[src/rtl/regfile_alu_pipe.sv]
// rtl/regfile_alu_pipe.sv - two-stage register-file + ALU execute unit with bypass, NZVC flags and output port
// Stage 1 captures operands (with bypass from the executing op); stage 2 computes and writes back.
module regfile_alu_pipe #(
  parameter int DATA_W  = 16,
  parameter int NREGS   = 8,
  parameter bit R0_ZERO = 1'b0,
  localparam int ADDR_W = $clog2(NREGS)
) (
  input  logic              clk,
  input  logic              rst,
  input  logic              in_valid,
  output logic              in_ready,
  input  logic [3:0]        op,
  input  logic [ADDR_W-1:0] rd,
  input  logic [ADDR_W-1:0] ra,
  input  logic [ADDR_W-1:0] rb,
  input  logic              use_imm,
  input  logic [DATA_W-1:0] imm,
  output logic              res_valid,
  output logic [ADDR_W-1:0] res_rd,
  output logic [DATA_W-1:0] res_data,
  output logic              n,
  output logic              z,
  output logic              v,
  output logic              c,
  output logic              out_valid,
  input  logic              out_ready,
  output logic [DATA_W-1:0] out_data,
  input  logic [ADDR_W-1:0] dbg_addr,
  output logic [DATA_W-1:0] dbg_data
);

  localparam int H = DATA_W / 2;

  localparam logic [3:0] OP_ADD = 4'h0, OP_SUB = 4'h1, OP_ADC = 4'h2, OP_SBB = 4'h3;
  localparam logic [3:0] OP_AND = 4'h4, OP_OR  = 4'h5, OP_XOR = 4'h6, OP_NOT = 4'h7;
  localparam logic [3:0] OP_SHL = 4'h8, OP_SHR = 4'h9, OP_SAR = 4'hA, OP_LHI = 4'hB;
  localparam logic [3:0] OP_LLI = 4'hC, OP_MOV = 4'hD, OP_OUT = 4'hE;

  logic [DATA_W-1:0] rf_q [NREGS];
  logic [DATA_W-1:0] rf_d [NREGS];

  logic              s1_valid_q, s1_valid_d;
  logic [3:0]        s1_op_q, s1_op_d;
  logic [ADDR_W-1:0] s1_rd_q, s1_rd_d;
  logic [DATA_W-1:0] s1_a_q, s1_a_d;
  logic [DATA_W-1:0] s1_b_q, s1_b_d;

  logic n_q, n_d, z_q, z_d, v_q, v_d, c_q, c_d;

  logic              res_valid_q, res_valid_d;
  logic [ADDR_W-1:0] res_rd_q, res_rd_d;
  logic [DATA_W-1:0] res_data_q, res_data_d;

  logic              out_valid_q, out_valid_d;
  logic [DATA_W-1:0] out_data_q, out_data_d;

  logic              stall;
  logic              exec;
  logic              ex_wr;
  logic              rf_we;
  logic [DATA_W-1:0] alu_res;
  logic              alu_c;
  logic              alu_v;
  logic [DATA_W-1:0] b_eff;
  logic              cin;
  logic [DATA_W:0]   sum;
  logic [DATA_W-1:0] rd_a;
  logic [DATA_W-1:0] rd_b;

  assign stall    = s1_valid_q && (s1_op_q == OP_OUT) && out_valid_q && !out_ready;
  assign exec     = s1_valid_q && !stall;
  assign in_ready = !stall;
  assign ex_wr    = exec && (s1_op_q <= OP_MOV);
  assign rf_we    = ex_wr && !(R0_ZERO && (s1_rd_q == '0));

  // SUB/SBB add the inverted operand; carry-in is 1 for SUB and the C flag for ADC/SBB.
  always_comb begin
    b_eff = ((s1_op_q == OP_SUB) || (s1_op_q == OP_SBB)) ? ~s1_b_q : s1_b_q;
    case (s1_op_q)
      OP_SUB:         cin = 1'b1;
      OP_ADC, OP_SBB: cin = c_q;
      default:        cin = 1'b0;
    endcase
    sum = {1'b0, s1_a_q} + {1'b0, b_eff} + {{DATA_W{1'b0}}, cin};
  end

  always_comb begin
    alu_res = '0;
    alu_c   = c_q;
    alu_v   = 1'b0;
    case (s1_op_q)
      OP_ADD, OP_SUB, OP_ADC, OP_SBB: begin
        alu_res = sum[DATA_W-1:0];
        alu_c   = sum[DATA_W];
        alu_v   = (s1_a_q[DATA_W-1] == b_eff[DATA_W-1]) && (sum[DATA_W-1] != s1_a_q[DATA_W-1]);
      end
      OP_AND: alu_res = s1_a_q & s1_b_q;
      OP_OR:  alu_res = s1_a_q | s1_b_q;
      OP_XOR: alu_res = s1_a_q ^ s1_b_q;
      OP_NOT: alu_res = ~s1_a_q;
      OP_SHL: begin
        alu_res = {s1_a_q[DATA_W-2:0], 1'b0};
        alu_c   = s1_a_q[DATA_W-1];
      end
      OP_SHR: begin
        alu_res = {1'b0, s1_a_q[DATA_W-1:1]};
        alu_c   = s1_a_q[0];
      end
      OP_SAR: begin
        alu_res = {s1_a_q[DATA_W-1], s1_a_q[DATA_W-1:1]};
        alu_c   = s1_a_q[0];
      end
      OP_LHI:  alu_res = {s1_b_q[H-1:0], s1_a_q[H-1:0]};
      OP_LLI:  alu_res = {{(DATA_W-H){1'b0}}, s1_b_q[H-1:0]};
      OP_MOV:  alu_res = s1_b_q;
      default: alu_res = '0;
    endcase
  end

  // Operand read with bypass from the op writing back on the same edge.
  always_comb begin
    if (R0_ZERO && (ra == '0))            rd_a = '0;
    else if (rf_we && (s1_rd_q == ra))    rd_a = alu_res;
    else                                  rd_a = rf_q[ra];
    if (R0_ZERO && (rb == '0))            rd_b = '0;
    else if (rf_we && (s1_rd_q == rb))    rd_b = alu_res;
    else                                  rd_b = rf_q[rb];
  end

  always_comb begin
    s1_valid_d = s1_valid_q;
    s1_op_d    = s1_op_q;
    s1_rd_d    = s1_rd_q;
    s1_a_d     = s1_a_q;
    s1_b_d     = s1_b_q;
    if (!stall) begin
      s1_valid_d = in_valid;
      if (in_valid) begin
        s1_op_d = op;
        s1_rd_d = rd;
        s1_a_d  = rd_a;
        s1_b_d  = use_imm ? imm : rd_b;
      end
    end
  end

  always_comb begin
    rf_d = rf_q;
    if (rf_we) rf_d[s1_rd_q] = alu_res;
  end

  always_comb begin
    n_d = n_q;
    z_d = z_q;
    v_d = v_q;
    c_d = c_q;
    if (exec && (s1_op_q <= OP_SAR)) begin
      n_d = alu_res[DATA_W-1];
      z_d = (alu_res == '0);
      v_d = alu_v;
      c_d = alu_c;
    end
  end

  always_comb begin
    res_valid_d = ex_wr;
    res_rd_d    = res_rd_q;
    res_data_d  = res_data_q;
    if (ex_wr) begin
      res_rd_d   = s1_rd_q;
      res_data_d = alu_res;
    end
  end

  // A new OUT may load in the same edge the consumer takes the old value.
  always_comb begin
    out_valid_d = out_valid_q;
    out_data_d  = out_data_q;
    if (exec && (s1_op_q == OP_OUT)) begin
      out_valid_d = 1'b1;
      out_data_d  = s1_a_q;
    end else if (out_ready) begin
      out_valid_d = 1'b0;
    end
  end

  always_ff @(posedge clk or posedge rst) begin
    if (rst) begin
      for (int i = 0; i < NREGS; i++) rf_q[i] <= '0;
      s1_valid_q  <= 1'b0;
      s1_op_q     <= '0;
      s1_rd_q     <= '0;
      s1_a_q      <= '0;
      s1_b_q      <= '0;
      n_q         <= 1'b0;
      z_q         <= 1'b0;
      v_q         <= 1'b0;
      c_q         <= 1'b0;
      res_valid_q <= 1'b0;
      res_rd_q    <= '0;
      res_data_q  <= '0;
      out_valid_q <= 1'b0;
      out_data_q  <= '0;
    end else begin
      rf_q        <= rf_d;
      s1_valid_q  <= s1_valid_d;
      s1_op_q     <= s1_op_d;
      s1_rd_q     <= s1_rd_d;
      s1_a_q      <= s1_a_d;
      s1_b_q      <= s1_b_d;
      n_q         <= n_d;
      z_q         <= z_d;
      v_q         <= v_d;
      c_q         <= c_d;
      res_valid_q <= res_valid_d;
      res_rd_q    <= res_rd_d;
      res_data_q  <= res_data_d;
      out_valid_q <= out_valid_d;
      out_data_q  <= out_data_d;
    end
  end

  assign res_valid = res_valid_q;
  assign res_rd    = res_rd_q;
  assign res_data  = res_data_q;
  assign n         = n_q;
  assign z         = z_q;
  assign v         = v_q;
  assign c         = c_q;
  assign out_valid = out_valid_q;
  assign out_data  = out_data_q;
  assign dbg_data  = (R0_ZERO && (dbg_addr == '0)) ? '0 : rf_q[dbg_addr];

endmodule

[config.mk]
export PLATFORM = sky130hd
export DESIGN_NAME = regfile_alu_pipe
export DESIGN_NICKNAME = d
export VERILOG_FILES = /design/src/rtl/regfile_alu_pipe.sv
export SDC_FILE = /design/constraint.sdc
export NUM_CORES = 1
export LEC_CHECK = 0
export CORE_ASPECT_RATIO = 1.25
export CORE_MARGIN = 1
export CORE_UTILIZATION = 60
export DETAILED_ROUTE_END_ITERATION = 12
export GPL_TIMING_DRIVEN = 0
export PLACE_DENSITY = 0.81
export SLEW_MARGIN = 10
export SYNTH_ARGS = -nofsm -noshare
export SYNTH_HDL_FRONTEND = slang
export SYNTH_SLANG_ARGS = --single-unit
[constraint.sdc]
create_clock -name clk -period 9.7 [get_ports clk]
set_clock_uncertainty 0.2 [all_clocks]
set_input_delay 1.94 -clock clk [delete_from_list [all_inputs] [get_ports clk]]
set_output_delay 1.94 -clock clk [all_outputs]
set_load 0.01 [all_outputs]
==> qor.yml <==
critical_path:
  cp_common_cell: "clkbuf_1"
  cpMaxStageDelayCell: "clkbuf_1"
  startpoint_type: "input port"
  worst-setup-path-type: "input port to output pin"
  cp.arrival_ns: 4.72
  slowest_delay_ns: 0.65
  cp-end-kind: "output pin"
  critPathMaxFanout: 10
  required_ns: 7.56
  path_cells: "clkbuf_1 > clkbuf_1 > clkbuf_1 > mux4_2 > mux2_2 > clkdlybuf4s50_1"
final_layout:
  drive_above_1_share_pct: 13.6
  fillers: 1642
  area_growth_syn_to_layout_pct: 15.4
  register_area_sq_um: 5230
  num_antenna_cells: 0
  multi_input_area_sq_um: 7740
  fin_util_pct: 70.6
  nets: 1558
worst_hold_path:
  min-delay-path-class: "flop to flop"
synth:
  ys_seq_area_share_pct: 38.3
  ys_seq_elements: 209
  synth_edf_count: 0
  synth_cells: 1360
  yosys.cell_types.count: 71
  yosysWarnings: 0
  syn_area_sq_um: 13600
  synth_top_flop_cell: "dfrtp_1"
  synth_fp_nets: 1446
  async_flop_share_pct: 100
  syn_avg_cell_area_sq_um: 10.0
power:
  pwr-share-seq_pct: 33.9
  leakage_uw: 0.00642
  powerDensity_nw_per_um2: 308
  p_switching_uw: 1980
  p_clk_share_pct: 20.4
  irDropWorstVdd_mv: 0.223
  power.share.combinational_pct: 45.7
  intPower_uw: 2870
  swShare_pct: 40.9
clock_network:
  clock_latency_ns: 0.53
  cts.sinks: 209
  htree_levels: 1
  ctsResizeCount: 0
  clkTransAtPathRegs_ns: 0.06
  cts_hold_buf: 0
  post_cts_buffers: 0
  clockRootBuffer: "clkbuf_16"
  cts_tree: "built"
  clockBufferDepth: 3
  numCtsBuffers: 23
sta:
  final-setup-viol-count: 0
  hold_ws_ns: 0.275
  maxSlewViolCount: 0
  min_period_ns: 6.86
  finalHoldViolCount: 0
  relSlewSlack_pct: 14.6
  post-route-period-util_pct: 70.7
  rsz0062_at_grt: "false"
  fmaxAchievable_mhz: 146
  tightest_slew_ns: 1.27
global_routing:
  grt_usage_pct: 44.4
  grt_max_degree: 118
  grt_pass1_vias: 12444
  top_usage_layer: "met2"
  met1_usage_pct: 51.7
  grt_pass1_wl_um: 74800
  antenna_found_initial: 0
  met3_usage_pct: 6.52
  grt-ovfl-total: 0
  grt_use_met2_pct: 73.6
routing:
  vias: 12458
  wl_um: 50100
  antenna_left: 0
  wire_per_inst_um: 28.3
  first_pass_iters: 6
  drtIter0Drc: 1566
  vias_per_cell: 7.03
  drcViolationCount: 0
die:
  ios: 95
  initial_utilization_pct: 61.2
  fp.dieH_um: 171
  die_x_um: 137
  row_count: 61
  die-area_sq_um: 23300
  core_area_sq_um: 22300
job:
  drv_cap: 0
place:
  dp_hpwl_um: 38000
  place.gp.congestion: 1.02
  port_buffers: 86
outcome:
  status: "completed"
## layout by cell type (no fill, tap or decap), types with 14 or more instances in the layout
cell type        instances
mux4_2                  97
nand2_1                183
nor2_1                  73
ha_1                    47
a211oi_1                49
a21oi_1                 86
inv_1                   41
nor2b_1                 24
clkbuf_1                99
o21ai_0                141
nand2b_1                14
xnor2_1                 18
dfrtp_1                209
o211ai_1                17
a22oi_1                 15
clkdlybuf4s50_1         86
buf_2                   17
mux2i_1                 14
clkbuf_16               23
mux2_2                  37
## area by class of cell
class,instances,share of cell area [%]
clock buffers,29,4.12
repair buffers,87,5.64
plain buffers,127,3.22
well taps,283,2.25
inverters,44,1.10
flip-flops and latches,209,33.2
clock inverters,12,1.28
multi-input cells,980,49.2
## cells in the mapped netlist (all sizes together) (4+ instances only)
cell type,instances,area share [%]
a211o,6,0.39
a211oi,50,2.8
a21o,6,0.33
a21oi,86,3.2
a221o,4,0.29
a221oi,7,0.50
a22o,4,0.26
a22oi,15,0.83
a2bb2oi,4,0.26
a31oi,5,0.23
a32oi,4,0.26
and2,6,0.28
and3,5,0.23
and4,4,0.26
buf,28,0.98
clkbuf,99,2.7
dfrtp,209,38
ha,47,4.3
inv,42,1.2
mux2,37,3.1
mux2i,14,1.0
mux4,97,16
nand2,183,5.0
nand2b,14,0.64
nand3,12,0.44
nor2,73,2.0
nor2b,24,1.1
nor3,13,0.48
nor3b,8,0.44
o211ai,17,0.94
o21ai,142,5.2
o221ai,4,0.26
o22ai,8,0.37
xnor2,18,1.2
xor2,11,0.71
## layer usage
layer | vias to the layer above | wire (um)
met5 | - | 0
met1 | 6082 | 17300
met2 | 875 | 24300
met4 | 0 | 4380
li1 | 5238 | -
met3 | 263 | 4110
## power groups by stage
stage          clock, uW  combinational (uW)  sequential (uW)
2_1_floorplan          0                1430             1510
3_3_place_gp           0                2100             1590
3_5_place_dp           0                2150             1620
4_1_cts              990                2170             1620
5_1_grt             1020                2370             1670
6_report             992                2220             1640
## registers in the layout (all words and copies together), names as in the netlist, 3 cells and up
signal    count
s1_rd_q       3
s1_b_q       16
out_data     16
res_rd        3
res_data     16
s1_op_q       4
rf_q        128
s1_a_q       16
## metrics by stage
stage / cell area, sq um / setup slack (ns) / cells / setup TNS [ns] / power [uW]
floorplan: 13600 / 1.85 / 1360 / 0 / 2940
global placement: 14900 / -0.718 / 1729 / -146.09 / 3690
detailed placement: 14900 / 2.84 / 1730 / 0 / 3770
CTS: 15700 / 2.84 / 1771 / 0 / 4780
global route: 15700 / 2.76 / 1771 / 0 / 5060
finish: 15700 / 2.84 / 1771 / 0 / 4850
## cells by family after synthesis
kind of cell | Yosys count | synth area share (%)
AOI/OAI and AO/OA | 393 | 18.2
and+or+nand+nor | 361 | 11.9
muxes | 148 | 20.1
adders and majority gates | 49 | 4.60
buffers and inverters | 171 | 4.93
xor gates and xnor gates | 29 | 1.86
DFF | 209 | 38.3
## worst max-delay path, delay by kind of cell
kind / cells / cell delay (ns)
buffers and inverters: 4 / 2.03
muxes: 2 / 0.73
## path summary, 6_finish.rpt
check / startpoint / end / slack (ns) / cells after the start
setup / recovery: dbg_addr[1] / dbg_data[5] / 2.84 / 6
hold reg to reg: res_rd[0] / res_rd[0] / 0.27 / 2
max in group asynchronous: rst / rf_q[74] / 6.54 / 3
setup reg to reg: s1_op_q[3] / s1_a_q[11] / 3.48 / 18
hold / removal: res_rd[0] / res_rd[0] / 0.27 / 2
min in group asynchronous: rst / out_data[6] / 1.75 / 2
Note: power is estimated with default switching activity, not from simulation.
